===== config.mk =====
export PLATFORM = sky130hd
export DESIGN_NAME = arb4_sched
export DESIGN_NICKNAME = d
export VERILOG_FILES = /design/src/rtl/arb4_pkg.sv /design/src/rtl/mux4_1.sv /design/src/rtl/arb4_sched.sv
export SDC_FILE = /design/constraint.sdc
export NUM_CORES = 1
export LEC_CHECK = 0
export BUFFER_PORTS_ARGS = -buffer_cell sky130_fd_sc_hd__buf_2
export CAP_MARGIN = 20
export CORE_MARGIN = 2
export CORE_UTILIZATION = 46
export CTS_CLUSTER_DIAMETER = 40
export DETAILED_ROUTE_END_ITERATION = 6
export GPL_ROUTABILITY_DRIVEN = 1
export PLACE_DENSITY_LB_ADDON = 0.2
export SLEW_MARGIN = 0
export SYNTH_ARGS = -nofsm -noshare
export SYNTH_HDL_FRONTEND = slang
export SYNTH_HIERARCHICAL = 1
export SYNTH_SLANG_ARGS = --single-unit

===== constraint.sdc =====
create_clock -name clk -period 1.8 [get_ports clk]
set_clock_uncertainty 0.05 [all_clocks]
set_input_delay 0.18 -clock clk [delete_from_list [all_inputs] [get_ports clk]]
set_output_delay 0.18 -clock clk [all_outputs]
set_load 0.01 [all_outputs]

===== src/rtl/arb4_pkg.sv =====
// Shared definitions for the four-requester burst arbiter: state encoding,
// widths and the round-robin pointer/priority helpers.
package arb4_pkg;

   typedef enum logic {
      IDLE  = 1'b0,
      GRANT = 1'b1
   } state_t;

   localparam int N_REQ = 4;
   localparam int IDX_W = 2;
   localparam int CNT_W = 8;

   function automatic logic [IDX_W-1:0] next_ptr(input logic [IDX_W-1:0] idx);
      return idx + IDX_W'(1);
   endfunction

   // First set request scanning ptr, ptr+1, ... with wrap; ptr when none set.
   function automatic logic [IDX_W-1:0] pick_first(input logic [N_REQ-1:0] req,
                                                   input logic [IDX_W-1:0] ptr);
      logic [IDX_W-1:0] idx;
      logic             found;
      pick_first = ptr;
      found      = 1'b0;
      for (int i = 0; i < N_REQ; i++) begin
         idx = ptr + IDX_W'(i);
         if (!found && req[idx]) begin
            pick_first = idx;
            found      = 1'b1;
         end
      end
   endfunction

endpackage


===== src/rtl/mux4_1.sv =====
// Four-to-one single-bit data multiplexer.
module mux4_1 (
   input  logic [1:0] s,
   input  logic       d0,
   input  logic       d1,
   input  logic       d2,
   input  logic       d3,
   output logic       y
);

   // Select one of the four data bits.
   always_comb begin
      y = 1'b0;
      case (s)
         2'd0:    y = d0;
         2'd1:    y = d1;
         2'd2:    y = d2;
         2'd3:    y = d3;
         default: y = 1'b0;
      endcase
   end

endmodule


===== src/rtl/arb4_sched.sv =====
// Round-robin four-requester burst arbiter with a single-bit data path.
// Optional per-requester burst lock is built when ARB4_LOCK_EN is defined.
module arb4_sched #(
   parameter int BURST_LEN = 4
) (
   input  logic       clk,
   input  logic       rst,
   input  logic [3:0] req,
   input  logic       in0,
   input  logic       in1,
   input  logic       in2,
   input  logic       in3,
   input  logic       out_ready,
`ifdef ARB4_LOCK_EN
   input  logic [3:0] lock,
`endif
   output logic [1:0] sel,
   output logic [3:0] gnt,
   output logic       out,
   output logic       out_valid,
   output logic [3:0] ack,
   output logic       busy
);

   import arb4_pkg::*;

   localparam logic [CNT_W-1:0] LAST_BEAT = CNT_W'(BURST_LEN - 1);

   state_t             state_r;
   state_t             state_s;
   logic [IDX_W-1:0]   ptr_r;
   logic [IDX_W-1:0]   sel_r;
   logic [CNT_W-1:0]   cnt_r;
   logic               mux_y_s;
   logic               locked_s;
   logic               transfer_s;
   logic               withdraw_s;
   logic               end_burst_s;

`ifdef ARB4_LOCK_EN
   assign locked_s = lock[sel_r];
`else
   assign locked_s = 1'b0;
`endif

   mux4_1 u_mux (
      .s  (sel_r),
      .d0 (in0),
      .d1 (in1),
      .d2 (in2),
      .d3 (in3),
      .y  (mux_y_s)
   );

   // Beat handshake and burst-termination conditions; a lock keeps the burst open.
   always_comb begin
      transfer_s  = (state_r == GRANT) && req[sel_r] && out_ready;
      withdraw_s  = (state_r == GRANT) && !req[sel_r];
      end_burst_s = transfer_s && (cnt_r == LAST_BEAT) && !locked_s;
   end

   // State register.
   always_ff @(posedge clk or posedge rst) begin
      if (rst) begin
         state_r <= IDLE;
      end else begin
         state_r <= state_s;
      end
   end

   // Next-state logic; leaving GRANT always lands in IDLE, giving the bubble.
   always_comb begin
      state_s = state_r;
      case (state_r)
         IDLE: begin
            if (|req) begin
               state_s = GRANT;
            end else begin
               state_s = IDLE;
            end
         end
         GRANT: begin
            if (withdraw_s || end_burst_s) begin
               state_s = IDLE;
            end else begin
               state_s = GRANT;
            end
         end
         default: state_s = IDLE;
      endcase
   end

   // Pointer, selected index and beat counter; cnt saturates on the last beat.
   always_ff @(posedge clk or posedge rst) begin
      if (rst) begin
         ptr_r <= {IDX_W{1'b0}};
         sel_r <= {IDX_W{1'b0}};
         cnt_r <= {CNT_W{1'b0}};
      end else begin
         case (state_r)
            IDLE: begin
               if (|req) begin
                  sel_r <= pick_first(req, ptr_r);
                  cnt_r <= {CNT_W{1'b0}};
               end
            end
            GRANT: begin
               if (withdraw_s || end_burst_s) begin
                  ptr_r <= next_ptr(sel_r);
                  cnt_r <= {CNT_W{1'b0}};
               end else if (transfer_s && (cnt_r != LAST_BEAT)) begin
                  cnt_r <= cnt_r + CNT_W'(1);
               end
            end
            default: begin
               ptr_r <= {IDX_W{1'b0}};
               cnt_r <= {CNT_W{1'b0}};
            end
         endcase
      end
   end

   // Output decode; data and handshake follow req/out_ready combinationally.
   always_comb begin
      gnt       = 4'b0000;
      ack       = 4'b0000;
      out       = 1'b0;
      out_valid = 1'b0;
      busy      = 1'b0;
      case (state_r)
         IDLE: begin
            busy = 1'b0;
         end
         GRANT: begin
            gnt       = 4'b0001 << sel_r;
            out       = mux_y_s;
            out_valid = req[sel_r];
            busy      = 1'b1;
            if (transfer_s) begin
               ack = 4'b0001 << sel_r;
            end else begin
               ack = 4'b0000;
            end
         end
         default: begin
            busy = 1'b0;
         end
      endcase
   end

   assign sel = sel_r;

endmodule


==> results of run 1 <==
-- per-stage QoR --
| stage | std cells | TNS, ns | power, mW | cell area (um^2) |
|---|---|---|---|---|
| final | 161 | -0.948 | 1.78 | 1270 |
| after global routing | 161 | -1.88 | 1.93 | 1270 |
| after CTS | 157 | -0.719 | 1.65 | 1220 |
| after detailed placement | 150 | -0.0259 | 1.39 | 1130 |
| after global placement | 150 | 0 | 1.36 | 1130 |
| after floorplan | 94 | -0.0314 | 1.05 | 920 |
-- power groups by stage --
stage                     combinational (mW)  sequential [mW]  clock (mW)
after global routing                    1.28            0.452       0.204
after global placement                 0.919            0.443           0
final                                   1.16            0.442       0.185
after detailed placement               0.948            0.446           0
after CTS                               1.02            0.440       0.188
after floorplan                        0.576            0.473           0
-- how the worst max path moves through the flow --
stage,from,endpoint,slack (ns),cells after the start
6_report,sel[0]$_DFFE_PP0P_,ack[2],-0.11,5
3_5_place_dp,sel[0]$_DFFE_PP0P_,cnt_r[6]$_DFFE_PP0P_,-0.02,4
3_3_place_gp,cnt_r[0]$_DFFE_PP0P_,ptr_r[1]$_DFFE_PP0P_,0.01,5
4_1_cts,sel[0]$_DFFE_PP0P_,ack[0],-0.08,5
5_1_grt,sel[0]$_DFFE_PP0P_,ack[2],-0.18,5
2_1_floorplan,sel[0]$_DFFE_PP0P_,cnt_r[6]$_DFFE_PP0P_,-0.02,3
-- flip-flops by register name, indices dropped and copies added (netlist names) --
name     cells
sel          2
state_r      1
cnt_r        8
ptr_r        2
-- per-layer routing --
metal | GRT usage (%) | vias to the layer above | share of wire [%]
met2 | 34.5 | 38 | 47
met3 | 7.41 | 5 | 6.7
met5 | 0 | - | 0
met1 | 28.2 | 421 | 45
li1 | - | 438 | -
met4 | 8.65 | 0 | 1.3
-- worst min-delay path: cells and delay by family --
| family | cells | cell delay (ns) |
|---|---|---|
| AO/OA/AOI/OAI | 2 | 0.20 |
| buffers and inverters | 1 | 0.12 |
-- timing repair --
item	CTS	global route
resized for setup	7	9
setup endpoints to repair	14	15
cloned	0	0
hold buffers	1	0
pin swaps	4	1
hold endpoints to repair	13	0
buffers inserted	2	4
-- kinds of logic (layout without fill, tap and decap cells) --
group | after synthesis | in the layout | share of synthesized area, %
multiplexers | 5 | 5 | 8.62
flip-flops | 13 | 13 | 36.2
adder cells (fa/ha/maj) | 5 | 5 | 6.95
buffers and inverters | 11 | 53 | 4.73
AND/OR/NAND/NOR | 37 | 37 | 24.3
AO/OA/AOI/OAI | 23 | 23 | 19.2
-- cells in the final DEF, fill, tap and decap left out, types with 3 or more instances in the layout --
cell type	netlist	layout
a22o_1	7	6
and2_1	5	4
and3_1	6	3
and3_4	0	3
buf_2	1	19
buf_4	0	14
buf_6	0	6
clkbuf_4	0	3
dfrtp_1	13	12
ha_1	5	4
inv_1	9	7
nand3_1	3	3
nor2_1	7	7
nor2b_1	4	4
nor3_1	3	3
o31ai_1	4	4
-- cell type report --
cell class / instances / area, um^2 / area share (%)
Clock buffer: 4 / 26.3 / 2.06
Inverter: 9 / 36.3 / 2.85
Multi-Input combinational cell: 70 / 576 / 45.2
Sequential cell: 13 / 327 / 25.6
Tap cell: 25 / 31.3 / 2.46
Timing Repair Buffer: 40 / 278 / 21.8
==> flow_summary.json, run 1 <==
{
  "regToRegSetupSlack_ns": -0.08,
  "syn_to_final_growth_pct": 41.6,
  "finalSetupViolations": 13,
  "clock_path_buffers": 2,
  "ctsRootBufferMaster": "clkbuf_4",
  "seqPwrFrac_pct": 24.8,
  "hold_end": "sel[1]$_DFFE_PP0P_",
  "maxSlewHeadroom_pct": 63.5,
  "setup_slack_ns": -0.109,
  "first_global_vias": 744,
  "end_kind": "output pin",
  "ir_drop_uv": 922,
  "viasPerCell": 5.60,
  "crit_family": "multiplexers",
  "place.gp.congestion": 0.843,
  "cts_tree": "built",
  "cp_slowest_cell": "mux4_2",
  "crit_required_ns": 1.57,
  "synthArstFlopShare_pct": 100,
  "synth_most_common_cell": "dfrtp_1",
  "whs_ns": 0.209,
  "period_needed_ns": 1.91,
  "cts_buffers": 3,
  "coreArea_mm2": 0.00178,
  "dp_slack_ns": -0.0151,
  "clockPowerShare_pct": 10.4,
  "crit_fanout": 6,
  "yosysSeqAreaShare_pct": 36.2,
  "period_share_pct": 106,
  "clock_sinks": 13,
  "nets": 153,
  "drt-total-wl_um": 2280,
  "initial_core_util_pct": 50.5,
  "portBuffers": 23,
  "grt_pass1_wl_um": 3360,
  "dieArea_mm2": 0.00233,
  "rows": 15,
  "synthFlopType": "dfrtp_1",
  "synth_largest_area_cell": "dfrtp_1",
  "clk_transition_reported_paths_ns": 0.08,
  "p_comb_share_pct": 64.8,
  "worst_pin_slew_ns": 0.543,
  "power_density_mw_per_mm2": 1400,
  "crit_buf_inv": 2,
  "drive_gt1_share_pct": 43.4,
  "power_leakage_nw": 0.656,
  "ant_nets": 0,
  "synth_fp_nets": 110,
  "yosys.area.top_type_share_pct": 36.2,
  "startpoint_type": "flop",
  "worst-endpoint-arrival_ns": 1.68,
  "critPathKind": "reg -> out",
  "die_w_um": 48.2,
  "drt_iter0_drc": 15,
  "p_switching_mw": 0.732,
  "crit_path_max_incr_delay_ns": 0.57,
  "h-tree-depth": 1,
  "synth_edf_count": 0,
  "track_usage_pct": 22.1,
  "max_freq_ghz": 0.524,
  "synth_seq_cells": 13,
  "min-delay-path-class": "in -> reg",
  "clk_latency_ns": 0.28,
  "whs_path_depth": 3,
  "fill_cells": 134,
  "io_pins": 24,
  "drv_slew": 0,
  "drc_errors": 0,
  "reg2reg_to": "cnt_r[4]$_DFFE_PP0P_",
  "status": "complete, but fails checks",
  "synth_area_um2": 900,
  "synth_cells": 94,
  "final_util_pct": 71.4,
  "place_hpwl_um": 1640,
  "diodes": 0,
  "violations": "negative setup slack",
  "avgSynthCellArea_um2": 9.57,
  "die_h_um": 48.2,
  "switching_share_pct": 41.0,
  "synth.area.top_cells": "dfrtp_1 (36%), ha_1 (7.0%), a22o_1 (6.8%)",
  "yosysWarnings": 6,
  "route.vias.total": 902,
  "reg2reg_from": "sel[0]$_DFFE_PP0P_",
  "detail_route.wl_per_cell_um": 14.2,
  "synthTopCellsByCount": "dfrtp_1 (13), inv_1 (9), a22o_1 (7), nor2_1 (7), and3_1 (6)",
  "r2r_cells": 5,
  "p_int_mw": 1.05,
  "drv_cap": 0,
  "rsz0062_at_grt": "yes",
  "grt_start_max_net_pins": 14,
  "path_cells": "mux4_2, nand2_4, inv_4, and3_1, buf_2",
  "synth_cell_type_count": 33,
  "hold_viol_final": 0,
  "min-delay-start": "req[1]",
  "antenna_found_initial": 0,
  "drt_pass1_iterations": 4,
  "gr-total-overflow": 0
}
Power figures use the tool's default switching activity.
==> run 2: changes to the inputs <==
--- a/config.mk
+++ b/config.mk
@@ -7,9 +7,13 @@
 export LEC_CHECK = 0
 export BUFFER_PORTS_ARGS = -buffer_cell sky130_fd_sc_hd__buf_2
 export CAP_MARGIN = 20
+export CELL_PAD_IN_SITES_DETAIL_PLACEMENT = 0
+export CELL_PAD_IN_SITES_GLOBAL_PLACEMENT = 1
+export CORE_ASPECT_RATIO = 0.6
 export CORE_MARGIN = 2
-export CORE_UTILIZATION = 46
+export CORE_UTILIZATION = 34
 export CTS_CLUSTER_DIAMETER = 40
+export CTS_CLUSTER_SIZE = 10
 export DETAILED_ROUTE_END_ITERATION = 6
 export GPL_ROUTABILITY_DRIVEN = 1
 export PLACE_DENSITY_LB_ADDON = 0.2
@@ -18,3 +22,4 @@
 export SYNTH_HDL_FRONTEND = slang
 export SYNTH_HIERARCHICAL = 1
 export SYNTH_SLANG_ARGS = --single-unit
+export TNS_END_PERCENT = 50
==> run 2 against run 1 <==
  * Fmax increased by 0.40%
  * Clock-buffer cell count stayed put
  * Critical path type is now reg -> reg
  * The flow still finishes with violations (negative setup slack)
  * Clock power is 50% higher
  * First-iteration DRC count rose by 130%
  * Largest power group unchanged
  * Worst hold slack improved by 0.076 ns
  * Worst setup slack improved by 0.0077 ns
  * Routed wire length rose by 14%
  * Via count grew 3.1%
  * Highest routed layer unchanged
==> flow_summary.json, run 2 (same netlist as run 1, synthesis figures left out) <==
{
  "status": "complete, but fails checks",
  "violations": "negative setup slack",
  "cts_tree": "built",
  "grt_start_max_net_pins": 14,
  "diodes": 0,
  "syn_to_final_growth_pct": 45.5,
  "drv_cap": 0,
  "fill_cells": 232,
  "finalSetupViolations": 10,
  "setup_slack_ns": -0.102,
  "drt-total-wl_um": 2610,
  "ant_nets": 0,
  "whs_ns": 0.284,
  "ctsRootBufferMaster": "clkbuf_8",
  "clk_latency_ns": 0.25,
  "die_w_um": 70.4,
  "hold_viol_final": 0,
  "place_hpwl_um": 1930,
  "max_freq_ghz": 0.526,
  "ff_latch_area_um2": 327,
  "worst-endpoint-arrival_ns": 1.99,
  "final_common_cell": "buf_2",
  "power_density_mw_per_mm2": 1470,
  "startpoint_type": "flop",
  "crit_fanout": 5,
  "worst_pin_slew_ns": 0.525,
  "route.vias.total": 930,
  "total_power_mw": 1.92,
  "portBuffers": 23,
  "largest_reg_flops": 8,
  "detail_route.wl_per_cell_um": 15.2,
  "place.gp.congestion": 0.808,
  "h-tree-depth": 1,
  "grt_pass1_wl_um": 4200,
  "coreArea_mm2": 0.00250,
  "drt_iter0_drc": 35,
  "io_pins": 24,
  "cts_buffers": 3,
  "top_register": "cnt_r",
  "nets": 156,
  "rows": 14,
  "clock_sinks": 13,
  "drt_pass1_iterations": 6,
  "final_util_pct": 52.2,
  "end_kind": "flop",
  "dp_slack_ns": -0.0559,
  "dieArea_mm2": 0.00309,
  "crit_required_ns": 1.89,
  "first_global_vias": 829,
  "clk_transition_reported_paths_ns": 0.06,
  "die_h_um": 43.8,
  "critPathKind": "reg -> reg",
  "period_needed_ns": 1.90,
  "gr-total-overflow": 0,
  "multiInputGateArea_um2": 569,
  "viasPerCell": 5.44,
  "initial_core_util_pct": 35.9,
  "power_leakage_nw": 0.682,
  "drv_slew": 0,
  "period_share_pct": 106,
  "min-delay-path-class": "in -> reg",
  "rsz0062_at_grt": "yes",
  "drc_errors": 0,
  "layout_common_cells": "buf_2 (21), buf_4 (16), dfrtp_1 (12)",
  "drive_gt1_share_pct": 42.4,
  "ir_drop_uv": 801,
  "maxSlewHeadroom_pct": 64.9,
  "clock_path_buffers": 2,
  "track_usage_pct": 18.3,
  "antenna_found_initial": 0
}
==> run 2: cell count changes in the layout (fill, tap and decap cells not counted), sizes merged <==
cell,delta
buf,+3
==> run 2: area by class of cell <==
cell class / instances / share of cell area, %
Sequential cell: 13 / 25.0
Timing Repair Buffer: 43 / 22.3
Clock buffer: 4 / 3.44
Tap cell: 32 / 3.06
Inverter: 9 / 2.77
Multi-Input combinational cell: 70 / 43.5
==> run 2: stage by stage <==
stage | instance area, um^2 | setup TNS (ns) | instances
CTS | 1290 | -0.755 | 171
global route | 1310 | -1.44 | 171
detailed placement | 1180 | -0.326 | 161
finish | 1310 | -0.754 | 171
global placement | 1180 | -0.00891 | 161
floorplan | 920 | -0.0314 | 94
==> run 2: final timing paths <==
check | cells past startpoint | startpoint | endpoint | slack [ns]
max | 5 | sel[0]$_DFFE_PP0P_ | cnt_r[3]$_DFFE_PP0P_ | -0.10
min | 3 | req[0] | sel[1]$_DFFE_PP0P_ | 0.28
max reg2reg | 5 | sel[0]$_DFFE_PP0P_ | cnt_r[3]$_DFFE_PP0P_ | -0.10
min reg2reg | 1 | cnt_r[7]$_DFFE_PP0P_ | cnt_r[7]$_DFFE_PP0P_ | 0.50
max in group asynchronous | 3 | rst | sel[0]$_DFFE_PP0P_ | 0.87
min in group asynchronous | 3 | rst | sel[0]$_DFFE_PP0P_ | 0.46
==> run 2: worst max-delay path: stages, from the launching register on <==
cell and delay [ns]:
dfrtp_2 0.37, mux4_2 0.57, buf_6 0.15, a22oi_2 0.28, o31ai_1 0.13, a22o_1 0.22
==> run 2: repair_timing <==
action	in CTS	in global routing
gates resized for setup	7	5
endpoints found under the hold margin	13	0
pin swaps	11	2
buffers inserted	6	0
endpoints found under the setup margin	12	15
hold buffers	1	0
==> run 2: routing by layer <==
layer	wire (um)	share of wire, %	vias to the layer above	global-route usage (%)
li1	-	-	444	-
met1	1290	50	443	26.6
met2	1100	42	41	26.4
met3	194	7.4	2	5.81
met4	18	0.69	0	4.62
met5	0	0	-	0
==> run 2: where the power goes <==
group          leakage [nW]  total [mW]  internal, mW  switching, mW
Combinational         0.493        1.19         0.607          0.583
Sequential            0.167       0.456         0.371         0.0846
Clock                0.0228       0.277         0.157          0.120
==> run 3: changes to the inputs <==
--- a/config.mk
+++ b/config.mk
@@ -9,9 +9,9 @@
 export CAP_MARGIN = 20
 export CELL_PAD_IN_SITES_DETAIL_PLACEMENT = 0
 export CELL_PAD_IN_SITES_GLOBAL_PLACEMENT = 1
-export CORE_ASPECT_RATIO = 0.6
+export CORE_ASPECT_RATIO = 1.5
 export CORE_MARGIN = 2
-export CORE_UTILIZATION = 34
+export CORE_UTILIZATION = 41
 export CTS_CLUSTER_DIAMETER = 40
 export CTS_CLUSTER_SIZE = 10
 export DETAILED_ROUTE_END_ITERATION = 6
==> constraint.sdc (replaced) <==
create_clock -name clk -period 2.4 [get_ports clk]
set_clock_uncertainty 0.05 [all_clocks]
set_input_delay 0.24 -clock clk [delete_from_list [all_inputs] [get_ports clk]]
set_output_delay 0.24 -clock clk [all_outputs]
set_load 0.01 [all_outputs]
==> run 3 against run 2 <==
  * The flow now finishes without violations
  * Sequential share of layout area grew 5.0 points
  * Core utilization up 0.68 points
  * First-iteration DRC count is 49% lower
  * Clock power decreased by 50%
  * Combinational power fell by 51%
==> flow_summary.json, run 3 (same netlist as run 1, synthesis figures left out) <==
{
  "maxSlewHeadroom_pct": 63.3,
  "r2r_cells": 5,
  "worst_pin_slew_ns": 0.550,
  "postCtsResizedCells": 0,
  "period_share_pct": 89.7,
  "detail_route.wl_per_cell_um": 14.4,
  "h-tree-depth": 1,
  "cts_tree": "built",
  "drt_iter0_drc": 18,
  "ant_nets": 0,
  "end_kind": "output pin",
  "viasPerCell": 5.63,
  "track_usage_pct": 17.6,
  "fin_area_mm2": 0.00109,
  "dieArea_mm2": 0.00259,
  "placed_cell_area_mm2": 0.00105,
  "die_h_um": 61.4,
  "hold_viol_final": 0,
  "clk_transition_reported_paths_ns": 0.08,
  "portBuffers": 23,
  "gr-total-overflow": 0,
  "finalSetupViolations": 0,
  "seqPwrFrac_pct": 33.3,
  "clock_sinks": 13,
  "startpoint_type": "flop",
  "place.gp.congestion": 0.804,
  "clockPowerShare_pct": 12.8,
  "drc_errors": 0,
  "drt_pass1_iterations": 4,
  "layout_common_cells": "buf_2 (23), dfrtp_1 (13), inv_1 (9)",
  "clk_latency_ns": 0.28,
  "p_switching_mw": 0.474,
  "drv_slew": 0,
  "coreArea_mm2": 0.00205,
  "die_w_um": 42.2,
  "whs_path_depth": 3,
  "initial_core_util_pct": 43.8,
  "reg2reg_to": "cnt_r[6]$_DFFE_PP0P_",
  "cts_buffers": 3,
  "switching_share_pct": 43.8,
  "min-delay-start": "req[1]",
  "drv_cap": 0,
  "period_needed_ns": 2.15,
  "first_global_vias": 772,
  "route.vias.total": 810,
  "top_register": "cnt_r",
  "p_int_mw": 0.607,
  "drive_gt1_share_pct": 27.9,
  "max_freq_ghz": 0.465,
  "dp_slack_ns": 0.495,
  "worst-endpoint-arrival_ns": 1.86,
  "ctsRootBufferMaster": "clkbuf_4",
  "syn_to_final_growth_pct": 20.7,
  "clock_path_buffers": 2,
  "ir_drop_uv": 555,
  "largest_reg_flops": 8,
  "power_density_mw_per_mm2": 995,
  "crit_required_ns": 2.11,
  "grt_start_max_net_pins": 14,
  "cts_setup_buffers": 0,
  "rsz0062_at_grt": "no",
  "diodes": 0,
  "reg2reg_from": "cnt_r[0]$_DFFE_PP0P_",
  "p_comb_share_pct": 53.8,
  "finalSetupTns_ns": 0,
  "critPathKind": "reg -> out",
  "regToRegSetupSlack_ns": 0.46,
  "nets": 139,
  "min-delay-path-class": "in -> reg",
  "io_pins": 24,
  "hold_end": "sel[1]$_DFFE_PP0P_",
  "status": "complete, no violations",
  "place_hpwl_um": 1640,
  "rows": 20,
  "setup_slack_ns": 0.248,
  "power_leakage_nw": 0.582,
  "grt_pass1_wl_um": 3390,
  "antenna_found_initial": 0,
  "crit_fanout": 8,
  "final_common_cell": "buf_2",
  "drt-total-wl_um": 2080
}
[run 3: what timing repair did]
action	4_1_cts	5_1_grt
hold buffers	1	0
setup endpoints to repair	0	0
hold endpoints to repair	13	0
[run 3: layer usage]
metal | routed length (um) | track usage (%) | up-vias
li1 | - | - | 406
met3 | 51 | 2.93 | 7
met2 | 1120 | 31.6 | 14
met1 | 850 | 19.8 | 383
met4 | 55 | 9.82 | 0
met5 | 0 | 0 | -
[run 3: area by class of cell]
cell class | count | area, um^2
fillers | 207 | 966
well taps | 22 | 27.5
clock buffers | 3 | 22.5
clock inverters | 1 | 5.00
flip-flops and latches | 13 | 325
multi-input cells | 70 | 532
repair buffers | 26 | 140
inverters | 9 | 33.8
[run 3: through the flow]
stage / total power [mW] / cells / hold WS, ns / util, %
2_1_floorplan: 0.752 / 94 / 0.0670 / -
3_3_place_gp: 0.947 / 139 / 0.246 / 51.1
3_5_place_dp: 0.953 / 139 / 0.259 / 51.1
4_1_cts: 1.10 / 144 / 0.243 / 52.9
5_1_grt: 1.19 / 144 / 0.243 / 52.9
6_report: 1.08 / 144 / 0.242 / 52.9
[run 3: worst max-delay path by stage]
stage / slack (ns) / to / from
final: 0.25 / ack[0] / sel[0]$_DFFE_PP0P_
after global routing: 0.14 / ack[3] / sel[0]$_DFFE_PP0P_
after CTS: 0.24 / ack[0] / sel[0]$_DFFE_PP0P_
after detailed placement: 0.49 / ptr_r[1]$_DFFE_PP0P_ / cnt_r[0]$_DFFE_PP0P_
after global placement: 0.50 / ptr_r[1]$_DFFE_PP0P_ / cnt_r[0]$_DFFE_PP0P_
after floorplan: 0.43 / cnt_r[6]$_DFFE_PP0P_ / sel[0]$_DFFE_PP0P_
[run 3: worst max-delay path: stages, from the launching register on]
cell,delay [ns]
dfrtp_1,0.37
mux4_2,0.55
nand2_2,0.20
inv_1,0.12
and3_1,0.20
buf_2,0.13
[run 3: power by group through the flow]
stage	Clock, mW	Combinational [mW]	Sequential (mW)
2_1_floorplan	0	0.399	0.353
3_3_place_gp	0	0.581	0.367
3_5_place_dp	0	0.588	0.365
4_1_cts	0.143	0.592	0.361
5_1_grt	0.155	0.661	0.371
6_report	0.139	0.582	0.360
